$ cat config.mk
export PLATFORM = sky130hd
export DESIGN_NAME = assay_readout
export DESIGN_NICKNAME = d
export VERILOG_FILES = /design/src/rtl/assay_pkg.sv /design/src/rtl/avg_accum.sv /design/src/rtl/assay_readout.sv
export SDC_FILE = /design/constraint.sdc
export NUM_CORES = 1
export LEC_CHECK = 0
export ABC_AREA = 1
export CAP_MARGIN = 30
export CORE_ASPECT_RATIO = 0.5
export CORE_MARGIN = 2
export CORE_UTILIZATION = 55
export DETAILED_ROUTE_END_ITERATION = 10
export PLACE_DENSITY = 0.8
export SYNTH_ARGS = -nofsm -noshare
export SYNTH_HDL_FRONTEND = slang
export SYNTH_SLANG_ARGS = --single-unit
$ cat constraint.sdc
create_clock -name clk -period 2.3 [get_ports clk]
set_input_delay 0.46 -clock clk [delete_from_list [all_inputs] [get_ports clk]]
set_output_delay 0.46 -clock clk [all_outputs]
set_load 0.005 [all_outputs]
$ cat src/rtl/assay_pkg.sv
// Shared types and default constants for the protein-assay optical readout.
package assay_pkg;

  localparam int unsigned N_CH_DEF     = 8;
  localparam int unsigned DW_DEF       = 12;
  localparam int unsigned AVG_LOG2_DEF = 4;
  localparam int unsigned SETTLE_DEF   = 8;
  localparam int unsigned TIMEOUT_DEF  = 255;

  localparam int unsigned CH_W = 3;

  typedef enum logic [2:0] {
    ST_IDLE   = 3'd0,
    ST_SETTLE = 3'd1,
    ST_ACQ    = 3'd2,
    ST_EMIT   = 3'd3,
    ST_DONE   = 3'd4
  } state_e;

endpackage

$ cat src/rtl/avg_accum.sv
// Sample accumulator and counter for one channel; result is the truncating average.
module avg_accum
  import assay_pkg::*;
#(
  parameter int unsigned DW       = DW_DEF,
  parameter int unsigned AVG_LOG2 = AVG_LOG2_DEF
) (
  input  logic                clk,
  input  logic                rst,
  input  logic                clear,
  input  logic                add,
  input  logic [DW-1:0]       din,
  output logic [AVG_LOG2:0]   count,
  output logic [DW-1:0]       result
);

  localparam int unsigned AW = DW + AVG_LOG2;
  localparam int unsigned CW = AVG_LOG2 + 1;

  logic [AW-1:0] acc_q, acc_d;
  logic [CW-1:0] cnt_q, cnt_d;

  // next accumulator / sample count
  always_comb begin
    acc_d = acc_q;
    cnt_d = cnt_q;
    if (clear) begin
      acc_d = {AW{1'b0}};
      cnt_d = {CW{1'b0}};
    end else if (add) begin
      acc_d = acc_q + AW'(din);
      cnt_d = cnt_q + CW'(1);
    end else begin
      acc_d = acc_q;
      cnt_d = cnt_q;
    end
  end

  // accumulator registers
  always_ff @(posedge clk) begin
    if (rst) begin
      acc_q <= {AW{1'b0}};
      cnt_q <= {CW{1'b0}};
    end else begin
      acc_q <= acc_d;
      cnt_q <= cnt_d;
    end
  end

  assign count  = cnt_q;
  assign result = DW'(acc_q >> AVG_LOG2);

endmodule

$ cat src/rtl/assay_readout.sv
// Scans the optical channels in order, averages ADC samples per channel and
// hands each result downstream over a valid/ready port.
module assay_readout
  import assay_pkg::*;
#(
  parameter int unsigned N_CH     = N_CH_DEF,
  parameter int unsigned DW       = DW_DEF,
  parameter int unsigned AVG_LOG2 = AVG_LOG2_DEF,
  parameter int unsigned SETTLE   = SETTLE_DEF,
  parameter int unsigned TIMEOUT  = TIMEOUT_DEF
) (
  input  logic            clk,
  input  logic            rst,
  input  logic            start,
  input  logic            adc_valid,
  input  logic [DW-1:0]   adc_data,
  output logic [CH_W-1:0] ch_sel,
  output logic            res_valid,
  input  logic            res_ready,
  output logic [CH_W-1:0] res_ch,
  output logic [DW-1:0]   res_data,
  output logic            res_err,
  output logic            busy,
  output logic            done
);

  localparam int unsigned SET_W = $clog2(SETTLE + 1);
  localparam int unsigned TO_W  = $clog2(TIMEOUT + 1);
  localparam int unsigned CW    = AVG_LOG2 + 1;
  localparam logic [CH_W-1:0] LAST_CH = CH_W'(N_CH - 1);
  localparam logic [CW-1:0]   N_SAMP  = CW'(2 ** AVG_LOG2);

  state_e            state_q, state_d;
  logic [CH_W-1:0]   ch_sel_q, ch_sel_d;
  logic [SET_W-1:0]  settle_cnt_q, settle_cnt_d;
  logic [TO_W-1:0]   wait_cnt_q, wait_cnt_d;
  logic [CH_W-1:0]   res_ch_q, res_ch_d;
  logic [DW-1:0]     res_data_q, res_data_d;
  logic              res_err_q, res_err_d;
  logic              res_valid_q, res_valid_d;
  logic              busy_q, busy_d;
  logic              done_q, done_d;

  logic              acc_clear_s, acc_add_s, acc_full_s;
  logic [CW-1:0]     acc_count_s;
  logic [DW-1:0]     acc_result_s;

  // accumulator only runs in ACQ, so settle-time samples never reach it
  assign acc_full_s  = (acc_count_s == N_SAMP);
  assign acc_clear_s = (state_q != ST_ACQ);
  assign acc_add_s   = (state_q == ST_ACQ) && adc_valid && !acc_full_s;

  avg_accum #(
    .DW       (DW),
    .AVG_LOG2 (AVG_LOG2)
  ) u_avg_accum (
    .clk    (clk),
    .rst    (rst),
    .clear  (acc_clear_s),
    .add    (acc_add_s),
    .din    (adc_data),
    .count  (acc_count_s),
    .result (acc_result_s)
  );

  // next-state and next-output logic
  always_comb begin
    state_d      = state_q;
    ch_sel_d     = ch_sel_q;
    settle_cnt_d = settle_cnt_q;
    wait_cnt_d   = wait_cnt_q;
    res_ch_d     = res_ch_q;
    res_data_d   = res_data_q;
    res_err_d    = res_err_q;
    case (state_q)
      ST_IDLE: begin
        if (start) begin
          ch_sel_d     = {CH_W{1'b0}};
          settle_cnt_d = {SET_W{1'b0}};
          state_d      = ST_SETTLE;
        end else begin
          state_d = ST_IDLE;
        end
      end
      ST_SETTLE: begin
        wait_cnt_d = {TO_W{1'b0}};
        if (settle_cnt_q == SET_W'(SETTLE - 1)) begin
          settle_cnt_d = {SET_W{1'b0}};
          state_d      = ST_ACQ;
        end else begin
          settle_cnt_d = settle_cnt_q + SET_W'(1);
        end
      end
      ST_ACQ: begin
        if (acc_full_s) begin
          res_ch_d   = ch_sel_q;
          res_data_d = acc_result_s;
          res_err_d  = 1'b0;
          state_d    = ST_EMIT;
        end else if (adc_valid) begin
          wait_cnt_d = {TO_W{1'b0}};
        end else if (wait_cnt_q == TO_W'(TIMEOUT - 1)) begin
          // starved detector: still report the channel, flagged invalid
          res_ch_d   = ch_sel_q;
          res_data_d = {DW{1'b0}};
          res_err_d  = 1'b1;
          state_d    = ST_EMIT;
        end else begin
          wait_cnt_d = wait_cnt_q + TO_W'(1);
        end
      end
      ST_EMIT: begin
        if (res_ready) begin
          if (ch_sel_q < LAST_CH) begin
            ch_sel_d     = ch_sel_q + CH_W'(1);
            settle_cnt_d = {SET_W{1'b0}};
            state_d      = ST_SETTLE;
          end else begin
            state_d = ST_DONE;
          end
        end else begin
          state_d = ST_EMIT;
        end
      end
      ST_DONE: begin
        state_d = ST_IDLE;
      end
      default: begin
        state_d = ST_IDLE;
      end
    endcase
    busy_d      = (state_d != ST_IDLE);
    res_valid_d = (state_d == ST_EMIT);
    done_d      = (state_d == ST_DONE);
  end

  // state and output registers
  always_ff @(posedge clk) begin
    if (rst) begin
      state_q      <= ST_IDLE;
      ch_sel_q     <= {CH_W{1'b0}};
      settle_cnt_q <= {SET_W{1'b0}};
      wait_cnt_q   <= {TO_W{1'b0}};
      res_ch_q     <= {CH_W{1'b0}};
      res_data_q   <= {DW{1'b0}};
      res_err_q    <= 1'b0;
      res_valid_q  <= 1'b0;
      busy_q       <= 1'b0;
      done_q       <= 1'b0;
    end else begin
      state_q      <= state_d;
      ch_sel_q     <= ch_sel_d;
      settle_cnt_q <= settle_cnt_d;
      wait_cnt_q   <= wait_cnt_d;
      res_ch_q     <= res_ch_d;
      res_data_q   <= res_data_d;
      res_err_q    <= res_err_d;
      res_valid_q  <= res_valid_d;
      busy_q       <= busy_d;
      done_q       <= done_d;
    end
  end

  assign ch_sel    = ch_sel_q;
  assign res_valid = res_valid_q;
  assign res_ch    = res_ch_q;
  assign res_data  = res_data_q;
  assign res_err   = res_err_q;
  assign busy      = busy_q;
  assign done      = done_q;

endmodule
==> results.py <==
metrics = {
    "timing": {
        "relSlewSlack": 0.697,
        "fin_crit_ns": 1.99,
        "period_share": 0.863,
        "fmax_mhz": 504,
        "setup_viol": 0,
        "rsz0062_at_grt": "no",
        "slew_violations": 0,
        "finalClockSkew_ns": 0.00453,
        "tightest_slew_ns": 0.455,
        "setup_tns_ns": 0,
        "hold_viol": 0,
    },
    "synth": {
        "synth_compound_area_frac": 0.114,
        "synth_adder_area_share": 0.0730,
        "synth_top_area_frac": 0.346,
        "synth_edf_count": 0,
        "synthTopCellsByCount": "nand2_1, inv_1, dfxtp_1",
        "synth_cell_types": 39,
        "ys.flop_type": "dfxtp_1",
        "syn_inst": 496,
        "syn_area_mm2": 0.00336,
        "synth_top_cell_by_area": "dfxtp_1",
        "synth_top_family_by_area": "simple AND/OR/NAND/NOR gates",
        "yosysSeqAreaShare": 0.346,
        "synth_area_leaders": "dfxtp_1, nand2_1, ha_1",
        "synthMuxAreaShare": 0,
        "yosysWarnings": 0,
        "synthArstFlopShare": 0,
        "synth-seq-cells": 58,
        "synthesis.nets": 532,
        "synth_xor_area_frac": 0.0209,
        "synthSimpleGateAreaFrac": 0.349,
        "yosysMostFrequentCell": "nand2_1",
        "post_synth.cell_area_avg_um2": 6.77,
    },
    "clocking": {
        "hold_buffers": 0,
        "cts.sinks": 58,
        "htreeDepth": 3,
        "numCtsBuffers": 9,
        "post-cts-setup-buffers": 0,
        "clock_latency_ns": 0.33,
        "cts_tree": "built",
        "cts_resized": 0,
        "clockRootBuffer": "clkbuf_16",
        "cts.clk_slew.worst_paths_ns": 0.05,
        "cts.path.max_buffers": 2,
    },
    "global_routing": {
        "grt_start_max_net_pins": 26,
        "antenna_found_initial": 0,
        "grt_usage": 0.243,
        "grt_pass1_wl_um": 12800,
        "first_global_vias": 2828,
        "grt_overflow": 0,
    },
    "routing": {
        "drt-initial-drc-count": 181,
        "ant_nets": 0,
        "num_vias": 3191,
        "wl_um": 7450,
        "drc": 0,
        "wire_per_inst_um": 12.0,
        "via_per_inst": 5.13,
        "first_pass_iters": 5,
    },
    "critical_path": {
        "crit_chain": "clkdlybuf4s50_1, ha_1, fa_1, nand3_1, nand3_1, nand3_1, nand3_1, nand2_1, nand2_1, a21oi_1",
        "critPathSlowestCell": "clkdlybuf4s50_1",
        "critPathArrivalTime_ns": 2.23,
        "end_kind": "flip-flop",
        "r2r_cells": 9,
        "cp_max_fo": 4,
        "slowest_delay_ns": 0.40,
        "ff2ff_setup_slack_ns": 0.57,
        "worstSetupPathType": "input pin to flip-flop",
        "start_kind": "input pin",
        "crit_required_ns": 2.55,
        "reg2reg_from": "u_avg_accum.acc_q[0]",
        "r2r_end": "u_avg_accum.acc_q[12]",
        "path_common_cell": "nand3_1",
    },
    "finish": {
        "final_util": 0.691,
        "n_antenna_cell": 0,
        "final_cells": 622,
        "area_delta_synth_final_pct": 23.1,
        "drive_gt1_frac": 0.0826,
        "nNetsFinal": 576,
        "final_area_mm2": 0.00413,
    },
    "floorplan": {
        "num_rows": 20,
        "start_util": 0.562,
        "die_h_um": 59.3,
        "io_pins": 39,
        "die_w_um": 115,
        "fp.coreArea_mm2": 0.00598,
        "die_area_mm2": 0.00679,
    },
    "pwr": {
        "power.density_mw_per_mm2": 625,
        "p_leak_nw": 1.76,
        "ir_worst_vdd_v": 0.000367,
    },
    "job": {
        "cap_violations": 0,
    },
    "place": {
        "port_buffers": 38,
        "dp_cells": 606,
        "gp_congestion": 0.882,
        "dp_hpwl_um": 5260,
        "placed_area_mm2": 0.00381,
    },
    "outcome": {
        "status": "finished clean",
    },
    "worst_hold_path": {
        "hold_class": "flip-flop to flip-flop",
        "holdPathStages": 2,
        "whs_endpoint": "res_data[5]",
        "worstHoldStart": "res_data[5]",
    },
}
## through the flow
stage	setup WS (ns)	total power, mW	hold WS [ns]
floorplan	0.493	1.13	0.444
global placement	0.0525	1.18	0.450
detailed placement	0.0419	1.18	0.451
CTS	0.326	2.61	0.458
global route	0.228	2.66	0.471
finish	0.314	2.59	0.458
## kinds of logic after synthesis
kind of cell             count (synthesis)
AND/OR/NAND/NOR                        264
AO/OA/AOI/OAI                           69
buffers and inverters                   78
adder cells (fa/ha/maj)                 19
XOR/XNOR                                 8
flip-flops                              58
## layout make-up
type	instances	area [µm²]
Multi-Input combinational cell	360	1870
Inverter	67	259
Tap cell	77	96.3
Sequential cell	58	1160
Clock inverter	5	77.6
Clock buffer	11	243
Fill cell	491	1850
Timing Repair Buffer	44	425
## worst max-delay path by stage
| stage | slack [ns] | endpoint | from | depth (start not counted) |
|---|---|---|---|---|
| 2_1_floorplan | 0.49 | u_avg_accum.acc_q[14] | adc_data[0] | 8 |
| 3_3_place_gp | 0.05 | u_avg_accum.acc_q[14] | adc_data[0] | 9 |
| 3_5_place_dp | 0.04 | u_avg_accum.acc_q[14] | adc_data[0] | 9 |
| 4_1_cts | 0.33 | u_avg_accum.acc_q[12] | adc_data[0] | 10 |
| 5_1_grt | 0.23 | u_avg_accum.acc_q[12] | adc_data[0] | 10 |
| 6_report | 0.31 | u_avg_accum.acc_q[12] | adc_data[0] | 10 |
## layout by cell type, fill, tap and decap left out, drive strengths merged
cell           count
inv               67
nand2            150
and3               1
a211oi             3
a21o               1
clkbuf            11
a31oi              3
clkinvlp           1
o211ai             1
a21oi             43
nand4              8
xor2               4
nor3               5
nand3b             3
clkinv             2
clkdlybuf4s50     38
nor2              55
nand3             39
buf                6
xnor2              4
o21bai             1
o21ai             17
ha                18
bufinv             2
fa                 1
nor4               2
nor3b              1
dfxtp             58
## registers in the layout, indices dropped and copies added, names as in the netlist
name and flops:
res_data 12, u_avg_accum.acc_q 16, busy 1, wait_cnt_q 8, u_avg_accum.count 5, res_valid 1, res_ch 3, res_err 1
ch_sel 3, done 1, settle_cnt_q 4, state_q 3
## layer usage
layer	GRT usage	wire length, µm
met3	0.0644	339
met5	0	0
met4	0.0906	51
met1	0.318	3660
met2	0.391	3400
## worst max-delay path, delay by kind of cell
kind / cells / cell delay (ns)
buf+inv: 1 / 0.40
simple gates: 6 / 0.61
fa+ha+maj: 2 / 0.61
compound gates: 1 / 0.14
## report_power, final
part	switching [mW]	total (mW)	internal, mW
Clock	0.449	1.42	0.972
Combinational	0.0835	0.144	0.0603
Sequential	0.00688	1.02	1.01
Total	0.539	2.59	2.05
Note: power is estimated with default switching activity, not from simulation.
